`config.mk`:
```
export PLATFORM = sky130hd
export DESIGN_NAME = alu_arbiter_flat
export DESIGN_NICKNAME = d
export VERILOG_FILES = /design/src/rtl/alu_arbiter_if.sv /design/src/rtl/alu_arbiter.sv /design/src/flat_wrapper.sv
export SDC_FILE = /design/constraint.sdc
export NUM_CORES = 1
export LEC_CHECK = 0
export BUFFER_PORTS_ARGS = -buffer_cell sky130_fd_sc_hd__buf_4
export CAP_MARGIN = 20
export CELL_PAD_IN_SITES_DETAIL_PLACEMENT = 0
export CELL_PAD_IN_SITES_GLOBAL_PLACEMENT = 2
export CORE_MARGIN = 2
export CORE_UTILIZATION = 22
export CTS_CLUSTER_DIAMETER = 50
export CTS_CLUSTER_SIZE = 10
export DETAILED_ROUTE_END_ITERATION = 6
export GPL_TIMING_DRIVEN = 0
export PLACE_DENSITY = 0.85
export SETUP_SLACK_MARGIN = 0.2
export SYNTH_ARGS = -nofsm -noshare
export SYNTH_HDL_FRONTEND = slang
export SYNTH_SLANG_ARGS = --single-unit
export TNS_END_PERCENT = 100
```
`constraint.sdc`:
```
create_clock -name clk -period 2.38 [get_ports clk]
set_input_delay 0.238 -clock clk [delete_from_list [all_inputs] [get_ports clk]]
set_output_delay 0.238 -clock clk [all_outputs]
set_load 0.03 [all_outputs]
```
`src/rtl/alu_arbiter_if.sv`:
```
// rtl/alu_arbiter_if.sv - request/response/ALU bundle between two requesters, the arbiter and the shared ALU
//
// Purpose: groups every handshake and bus signal of alu_arbiter so the block
//          takes a single bus port next to its plain clk/rst.
// Signals (per requester i = 0, 1):
//   ri_req_valid / ri_req_ready            request channel handshake
//   ri_in1, ri_in2, ri_shamt, ri_ctrl      request payload (operands, shift amount, ALU op)
//   ri_rsp_valid / ri_rsp_ready            response channel handshake
//   ri_rsp_out, ri_rsp_zero                registered ALU result and zero flag
// Shared ALU side:
//   alu_in1, alu_in2, alu_shamt, alu_ctrl  operands/op driven to the ALU
//   alu_out, alu_zero                      combinational ALU result
//   gnt                                    one-hot current grant, 00 when idle
// Modports: slave = the arbiter, master = requesters plus the ALU.

interface alu_arbiter_if #(
    parameter int W = 32
);
    logic         r0_req_valid;
    logic         r0_req_ready;
    logic [W-1:0] r0_in1;
    logic [W-1:0] r0_in2;
    logic [4:0]   r0_shamt;
    logic [3:0]   r0_ctrl;
    logic         r0_rsp_valid;
    logic         r0_rsp_ready;
    logic [W-1:0] r0_rsp_out;
    logic         r0_rsp_zero;

    logic         r1_req_valid;
    logic         r1_req_ready;
    logic [W-1:0] r1_in1;
    logic [W-1:0] r1_in2;
    logic [4:0]   r1_shamt;
    logic [3:0]   r1_ctrl;
    logic         r1_rsp_valid;
    logic         r1_rsp_ready;
    logic [W-1:0] r1_rsp_out;
    logic         r1_rsp_zero;

    logic [W-1:0] alu_in1;
    logic [W-1:0] alu_in2;
    logic [4:0]   alu_shamt;
    logic [3:0]   alu_ctrl;
    logic [W-1:0] alu_out;
    logic         alu_zero;

    logic [1:0]   gnt;

    modport slave (
        input  r0_req_valid, r0_in1, r0_in2, r0_shamt, r0_ctrl, r0_rsp_ready,
        output r0_req_ready, r0_rsp_valid, r0_rsp_out, r0_rsp_zero,
        input  r1_req_valid, r1_in1, r1_in2, r1_shamt, r1_ctrl, r1_rsp_ready,
        output r1_req_ready, r1_rsp_valid, r1_rsp_out, r1_rsp_zero,
        output alu_in1, alu_in2, alu_shamt, alu_ctrl,
        input  alu_out, alu_zero,
        output gnt
    );

    modport master (
        output r0_req_valid, r0_in1, r0_in2, r0_shamt, r0_ctrl, r0_rsp_ready,
        input  r0_req_ready, r0_rsp_valid, r0_rsp_out, r0_rsp_zero,
        output r1_req_valid, r1_in1, r1_in2, r1_shamt, r1_ctrl, r1_rsp_ready,
        input  r1_req_ready, r1_rsp_valid, r1_rsp_out, r1_rsp_zero,
        input  alu_in1, alu_in2, alu_shamt, alu_ctrl,
        output alu_out, alu_zero,
        input  gnt
    );
endinterface

```
`src/rtl/alu_arbiter.sv`:
```
// rtl/alu_arbiter.sv - round-robin arbiter sharing one 32-bit ALU between two requesters
//
// Purpose: each cycle grants at most one eligible requester, steers its
//          operands to the shared ALU and captures the ALU result into that
//          requester's single-entry response slot on the same edge.
// Ports:
//   clk   rising-edge clock
//   rst   synchronous, active-high reset
//   bus   alu_arbiter_if.slave: both request/response channels, ALU drive,
//         ALU result and the one-hot grant
// Parameters:
//   W          operand/result width
//   IDLE_CTRL  op code driven to the ALU when nobody is granted (unused code -> out 0)

module alu_arbiter #(
    parameter int         W         = 32,
    parameter logic [3:0] IDLE_CTRL = 4'b1111
) (
    input  logic         clk,
    input  logic         rst,
    alu_arbiter_if.slave bus
);

    logic         r0_valid_q;
    logic [W-1:0] r0_out_q;
    logic         r0_zero_q;
    logic         r1_valid_q;
    logic [W-1:0] r1_out_q;
    logic         r1_zero_q;

    // Index of the requester that completed the most recent transfer.
    // Resets to 1 so requester 0 wins the first contention.
    logic         last_grant;

    logic         elig0;
    logic         elig1;
    logic [1:0]   gnt;

    // Grant logic looks only at request valid, slot state, rsp_ready and
    // last_grant, so there is no path from response data to req_ready.
    always_comb begin
        elig0 = bus.r0_req_valid && (!r0_valid_q || bus.r0_rsp_ready);
        elig1 = bus.r1_req_valid && (!r1_valid_q || bus.r1_rsp_ready);
        gnt   = 2'b00;
        if (!rst) begin
            if (elig0 && elig1) begin
                gnt = last_grant ? 2'b01 : 2'b10;
            end else if (elig0) begin
                gnt = 2'b01;
            end else if (elig1) begin
                gnt = 2'b10;
            end
        end
    end

    // ALU operand steering; zeros plus the idle code when nobody is granted.
    always_comb begin
        bus.alu_in1   = '0;
        bus.alu_in2   = '0;
        bus.alu_shamt = 5'd0;
        bus.alu_ctrl  = IDLE_CTRL;
        if (gnt[0]) begin
            bus.alu_in1   = bus.r0_in1;
            bus.alu_in2   = bus.r0_in2;
            bus.alu_shamt = bus.r0_shamt;
            bus.alu_ctrl  = bus.r0_ctrl;
        end else if (gnt[1]) begin
            bus.alu_in1   = bus.r1_in1;
            bus.alu_in2   = bus.r1_in2;
            bus.alu_shamt = bus.r1_shamt;
            bus.alu_ctrl  = bus.r1_ctrl;
        end
    end

    // A grant is only ever given to a valid requester, so gnt[i] is the
    // transfer strobe. A transfer wins over a drain in the same cycle,
    // which keeps the slot full and gives back-to-back throughput.
    always_ff @(posedge clk) begin
        if (rst) begin
            r0_valid_q <= 1'b0;
            r0_out_q   <= '0;
            r0_zero_q  <= 1'b0;
            r1_valid_q <= 1'b0;
            r1_out_q   <= '0;
            r1_zero_q  <= 1'b0;
            last_grant <= 1'b1;
        end else begin
            if (gnt[0]) begin
                r0_valid_q <= 1'b1;
                r0_out_q   <= bus.alu_out;
                r0_zero_q  <= bus.alu_zero;
                last_grant <= 1'b0;
            end else if (r0_valid_q && bus.r0_rsp_ready) begin
                r0_valid_q <= 1'b0;
            end

            if (gnt[1]) begin
                r1_valid_q <= 1'b1;
                r1_out_q   <= bus.alu_out;
                r1_zero_q  <= bus.alu_zero;
                last_grant <= 1'b1;
            end else if (r1_valid_q && bus.r1_rsp_ready) begin
                r1_valid_q <= 1'b0;
            end
        end
    end

    assign bus.gnt          = gnt;
    assign bus.r0_req_ready = gnt[0];
    assign bus.r1_req_ready = gnt[1];
    assign bus.r0_rsp_valid = r0_valid_q;
    assign bus.r0_rsp_out   = r0_out_q;
    assign bus.r0_rsp_zero  = r0_zero_q;
    assign bus.r1_rsp_valid = r1_valid_q;
    assign bus.r1_rsp_out   = r1_out_q;
    assign bus.r1_rsp_zero  = r1_zero_q;

endmodule
```
`src/flat_wrapper.sv`:
```
// flat-port wrapper written by rule: the top's interface ports become plain ports
module alu_arbiter_flat 
#(
    parameter int         W         = 32,
    parameter logic [3:0] IDLE_CTRL = 4'b1111
)
  (clk, rst, bus_r0_req_valid, bus_r0_in1, bus_r0_in2, bus_r0_shamt, bus_r0_ctrl, bus_r0_rsp_ready, bus_r0_req_ready, bus_r0_rsp_valid, bus_r0_rsp_out, bus_r0_rsp_zero, bus_r1_req_valid, bus_r1_in1, bus_r1_in2, bus_r1_shamt, bus_r1_ctrl, bus_r1_rsp_ready, bus_r1_req_ready, bus_r1_rsp_valid, bus_r1_rsp_out, bus_r1_rsp_zero, bus_alu_in1, bus_alu_in2, bus_alu_shamt, bus_alu_ctrl, bus_alu_out, bus_alu_zero, bus_gnt);
  alu_arbiter_if #(.W(W)) bus_i ();
  input  logic clk;
  input  logic rst;
  input wire logic [$bits(bus_i.r0_req_valid)-1:0] bus_r0_req_valid;
  input wire logic [$bits(bus_i.r0_in1)-1:0] bus_r0_in1;
  input wire logic [$bits(bus_i.r0_in2)-1:0] bus_r0_in2;
  input wire logic [$bits(bus_i.r0_shamt)-1:0] bus_r0_shamt;
  input wire logic [$bits(bus_i.r0_ctrl)-1:0] bus_r0_ctrl;
  input wire logic [$bits(bus_i.r0_rsp_ready)-1:0] bus_r0_rsp_ready;
  output wire logic [$bits(bus_i.r0_req_ready)-1:0] bus_r0_req_ready;
  output wire logic [$bits(bus_i.r0_rsp_valid)-1:0] bus_r0_rsp_valid;
  output wire logic [$bits(bus_i.r0_rsp_out)-1:0] bus_r0_rsp_out;
  output wire logic [$bits(bus_i.r0_rsp_zero)-1:0] bus_r0_rsp_zero;
  input wire logic [$bits(bus_i.r1_req_valid)-1:0] bus_r1_req_valid;
  input wire logic [$bits(bus_i.r1_in1)-1:0] bus_r1_in1;
  input wire logic [$bits(bus_i.r1_in2)-1:0] bus_r1_in2;
  input wire logic [$bits(bus_i.r1_shamt)-1:0] bus_r1_shamt;
  input wire logic [$bits(bus_i.r1_ctrl)-1:0] bus_r1_ctrl;
  input wire logic [$bits(bus_i.r1_rsp_ready)-1:0] bus_r1_rsp_ready;
  output wire logic [$bits(bus_i.r1_req_ready)-1:0] bus_r1_req_ready;
  output wire logic [$bits(bus_i.r1_rsp_valid)-1:0] bus_r1_rsp_valid;
  output wire logic [$bits(bus_i.r1_rsp_out)-1:0] bus_r1_rsp_out;
  output wire logic [$bits(bus_i.r1_rsp_zero)-1:0] bus_r1_rsp_zero;
  output wire logic [$bits(bus_i.alu_in1)-1:0] bus_alu_in1;
  output wire logic [$bits(bus_i.alu_in2)-1:0] bus_alu_in2;
  output wire logic [$bits(bus_i.alu_shamt)-1:0] bus_alu_shamt;
  output wire logic [$bits(bus_i.alu_ctrl)-1:0] bus_alu_ctrl;
  input wire logic [$bits(bus_i.alu_out)-1:0] bus_alu_out;
  input wire logic [$bits(bus_i.alu_zero)-1:0] bus_alu_zero;
  output wire logic [$bits(bus_i.gnt)-1:0] bus_gnt;
  assign bus_i.r0_req_valid = bus_r0_req_valid;
  assign bus_i.r0_in1 = bus_r0_in1;
  assign bus_i.r0_in2 = bus_r0_in2;
  assign bus_i.r0_shamt = bus_r0_shamt;
  assign bus_i.r0_ctrl = bus_r0_ctrl;
  assign bus_i.r0_rsp_ready = bus_r0_rsp_ready;
  assign bus_r0_req_ready = bus_i.r0_req_ready;
  assign bus_r0_rsp_valid = bus_i.r0_rsp_valid;
  assign bus_r0_rsp_out = bus_i.r0_rsp_out;
  assign bus_r0_rsp_zero = bus_i.r0_rsp_zero;
  assign bus_i.r1_req_valid = bus_r1_req_valid;
  assign bus_i.r1_in1 = bus_r1_in1;
  assign bus_i.r1_in2 = bus_r1_in2;
  assign bus_i.r1_shamt = bus_r1_shamt;
  assign bus_i.r1_ctrl = bus_r1_ctrl;
  assign bus_i.r1_rsp_ready = bus_r1_rsp_ready;
  assign bus_r1_req_ready = bus_i.r1_req_ready;
  assign bus_r1_rsp_valid = bus_i.r1_rsp_valid;
  assign bus_r1_rsp_out = bus_i.r1_rsp_out;
  assign bus_r1_rsp_zero = bus_i.r1_rsp_zero;
  assign bus_alu_in1 = bus_i.alu_in1;
  assign bus_alu_in2 = bus_i.alu_in2;
  assign bus_alu_shamt = bus_i.alu_shamt;
  assign bus_alu_ctrl = bus_i.alu_ctrl;
  assign bus_i.alu_out = bus_alu_out;
  assign bus_i.alu_zero = bus_alu_zero;
  assign bus_gnt = bus_i.gnt;
  alu_arbiter #(.W(W), .IDLE_CTRL(IDLE_CTRL)) u_core (.clk(clk), .rst(rst), .bus(bus_i));
endmodule
```
==> impl_metrics.ini <==
[outcome]
status = finished clean

[logic_synthesis]
syn_inst = 523
ys_warn_count = 0
synth.top_cell.area_share_pct = 31.5
synth_cell_type_count = 20
synth-seq-area-share_pct = 31.5
avgSynthCellArea_um2 = 8.38
syn-num-nets = 708
synth_area_um2 = 4380
yosys.area.top_type = dfxtp_1
ys_ff_latch = 69
synthTopCellsByArea = dfxtp_1 32%, nand2b_1 24%, mux2i_1 15%

[drt]
ant_nets = 0
drt_iter0_drc = 93
drc = 0
wl_per_cell_um = 16.7
via_count = 4927
wirelength_um = 19000
avgViaCountPerCell = 4.33
dr.pass1.iters = 4

[finish]
fin_nets = 1052
area_growth_pct = 75.9
layout_common_cells = 340 x buf_4, 170 x nand2b_1, 69 x inv_1, 69 x dfxtp_1, 66 x mux2i_1
diodes = 0
final_util_pct = 39.5
fillCellCount = 2101
final_common_cell = buf_4
drive_gt1_share_pct = 45.4

[floorplanning]
dieArea_um2 = 21100
die_h_um = 145
placementRows = 51
io_pins = 330
design.core.area_um2 = 19500
floorplan.initialDensity_pct = 22.5
die_x_um = 145

[clocking]
clock_sinks = 69
root_buffer = clkbuf_16
cts_buffers = 9
clk_pin_slew_worst_paths_ns = 0.06
clock_path_buffers = 2
tritoncts = yes
htree_levels = 3
insertion_delay_ns = 0.33

[worst_setup_path]
worstPathCellList = and2b_2 > o211ai_4 > buf_6 > clkbuf_4 > o32ai_1 > buf_4
critPathKind = register to output pin
r2r_end = u_core.bus.r1_rsp_out[16]$_SDFFE_PP0N_
rrSetupSlack_ns = 0.87
cp-endpoint = bus_alu_in2[25]
crit_slowest_cell = dfxtp_1
timing.rr.start = u_core.last_grant$_SDFFE_PP1P_
critPathRequiredTime_ns = 2.14
arrival_ns = 1.82
slowest_delay_ns = 0.34
reg2regPathDepth = 5
crit_start = u_core.bus.r1_rsp_valid$_SDFFE_PP0P_
crit_fanout = 10
start_kind = register
endpoint_kind = output pin

[pwr]
netSwitchingFraction_pct = 33.6
power_frac_comb_pct = 37.1
p_leak_nw = 3.82
ir_drop_uv = 366
finalPower_w = 0.00402
p_int_w = 0.00267
p_seq_share_pct = 32.0
clkPwrFrac_pct = 30.9
pwr_density_cell_nw_per_um2 = 521
p_sw_w = 0.00135

[grt]
grt_util_all_layers_pct = 17.4
antenna_found_initial = 0
grt_pass1_wl_um = 29200
grt_max_degree = 12
grt_overflow = 0
grt_pass1_vias = 5068

[placement]
dp_slack_ns = 0.186
port_buffers = 328
dpl.hpwl_um = 15000
routabilityCongestion = 0.773

[sta]
max_slew_margin_pct = 61.5
period_minus_slack_ns = 2.06
skew_ns = 0.00478
worstMarginPinSlew_ns = 0.578
worst_slack_ns = 0.320
hold_violations = 0
finalSetupTns_ns = 0
fin_crit_sh_pct = 86.5
fmax_mhz = 485
setup_viol = 0
rsz0062_at_grt = no
slew_violations = 0

[min_path]
hold_class = input port to register

[job]
maxCapViolCount = 0
-- worst max-delay path: cells and delay by family, from the launching register on --
| family | cells | cell delay (ns) |
|---|---|---|
| buf+inv | 3 | 0.56 |
| compound gates | 2 | 0.39 |
| flops | 1 | 0.34 |
| simple gates | 1 | 0.19 |
-- metrics by stage --
step           hold WS (ns)  cells  area, um2
2_1_floorplan         0.400    523       4390
3_5_place_dp          0.462   1116       7190
4_1_cts               0.178   1138       7570
6_report              0.197   1137       7710
5_1_grt               0.192   1137       7710
3_3_place_gp          0.460   1116       7190
-- metal layers --
metal  wire (um)  global-route usage (%)  share of wire (%)  vias up
met2        9310                    29.9                 49      194
met4         269                    4.51                1.4        0
met3        1450                    5.16                7.6       17
met1        7940                    21.2                 42     2266
li1            -                       -                  -     2450
met5           0                       0                  0        -
-- state kept, by name, summed over array words and instances, names as in the netlist --
signal,count
u_core.last_grant,1
u_core.bus.r1_rsp_zero,1
u_core.bus.r1_rsp_out,32
u_core.bus.r1_rsp_valid,1
u_core.bus.r0_rsp_zero,1
u_core.bus.r0_rsp_valid,1
u_core.bus.r0_rsp_out,32
-- logic make-up after synthesis --
kind of cell    synth area share (%)
compound gates                  16.1
buf+inv                         11.6
flops                           31.5
mux                             15.1
simple gates                    25.7
-- area by class of cell --
class	count	area [um2]	share of cell area, %
Clock buffer	12	256	3.33
Tap cell	265	332	4.30
Sequential cell	69	1380	17.9
Multi-Input combinational cell	333	2650	34.4
Buffer	50	290	3.77
Clock inverter	4	22.5	0.292
Inverter	69	259	3.36
Timing Repair Buffer	335	2520	32.7
-- synth_stat cells --
cell,instances
o21ai_0,1
nand2b_1,171
o211ai_2,2
dfxtp_1,69
nor2b_1,1
a21oi_1,3
o32ai_1,69
o21bai_1,1
o211a_1,2
mux2i_1,66
buf_4,7
and2b_1,1
a22oi_1,4
nor2_1,11
buf_1,1
buf_6,2
nand2_1,1
clkbuf_1,33
inv_1,69
buf_2,9
-- power groups by stage --
stage               clock, W  sequential, W  combinational (W)
floorplan                  0        0.00146           0.000633
global placement           0        0.00131            0.00144
detailed placement         0        0.00131            0.00145
CTS                  0.00129        0.00129            0.00148
global route         0.00134        0.00130            0.00159
finish               0.00124        0.00129            0.00149
-- worst min path at each step --
stage	from	endpoint	depth (start not counted)	slack [ns]
after detailed placement	u_core.bus.r0_rsp_out[28]$_SDFFE_PP0P_	u_core.bus.r0_rsp_out[28]$_SDFFE_PP0P_	2	0.46
after global routing	bus_alu_out[5]	u_core.bus.r0_rsp_out[5]$_SDFFE_PP0P_	3	0.19
after global placement	u_core.bus.r0_rsp_out[11]$_SDFFE_PP0P_	u_core.bus.r0_rsp_out[11]$_SDFFE_PP0P_	2	0.46
after CTS	bus_alu_out[5]	u_core.bus.r0_rsp_out[5]$_SDFFE_PP0P_	3	0.18
after floorplan	bus_r0_req_valid	u_core.bus.r0_rsp_valid$_SDFFE_PP0P_	2	0.40
final	bus_alu_out[5]	u_core.bus.r0_rsp_out[5]$_SDFFE_PP0P_	3	0.20
-- what timing repair did --
| action | 4_1_cts | 5_1_grt |
|---|---|---|
| gates resized for setup | 15 | 36 |
| setup endpoints to repair | 73 | 62 |
| pin swaps | 2 | 1 |
| hold buffers | 0 | 0 |
| buffers inserted | 7 | 0 |
| endpoints found under the hold margin | 0 | 0 |
| gates cloned | 0 | 0 |
No activity file was read; power rests on OpenSTA's default activity.
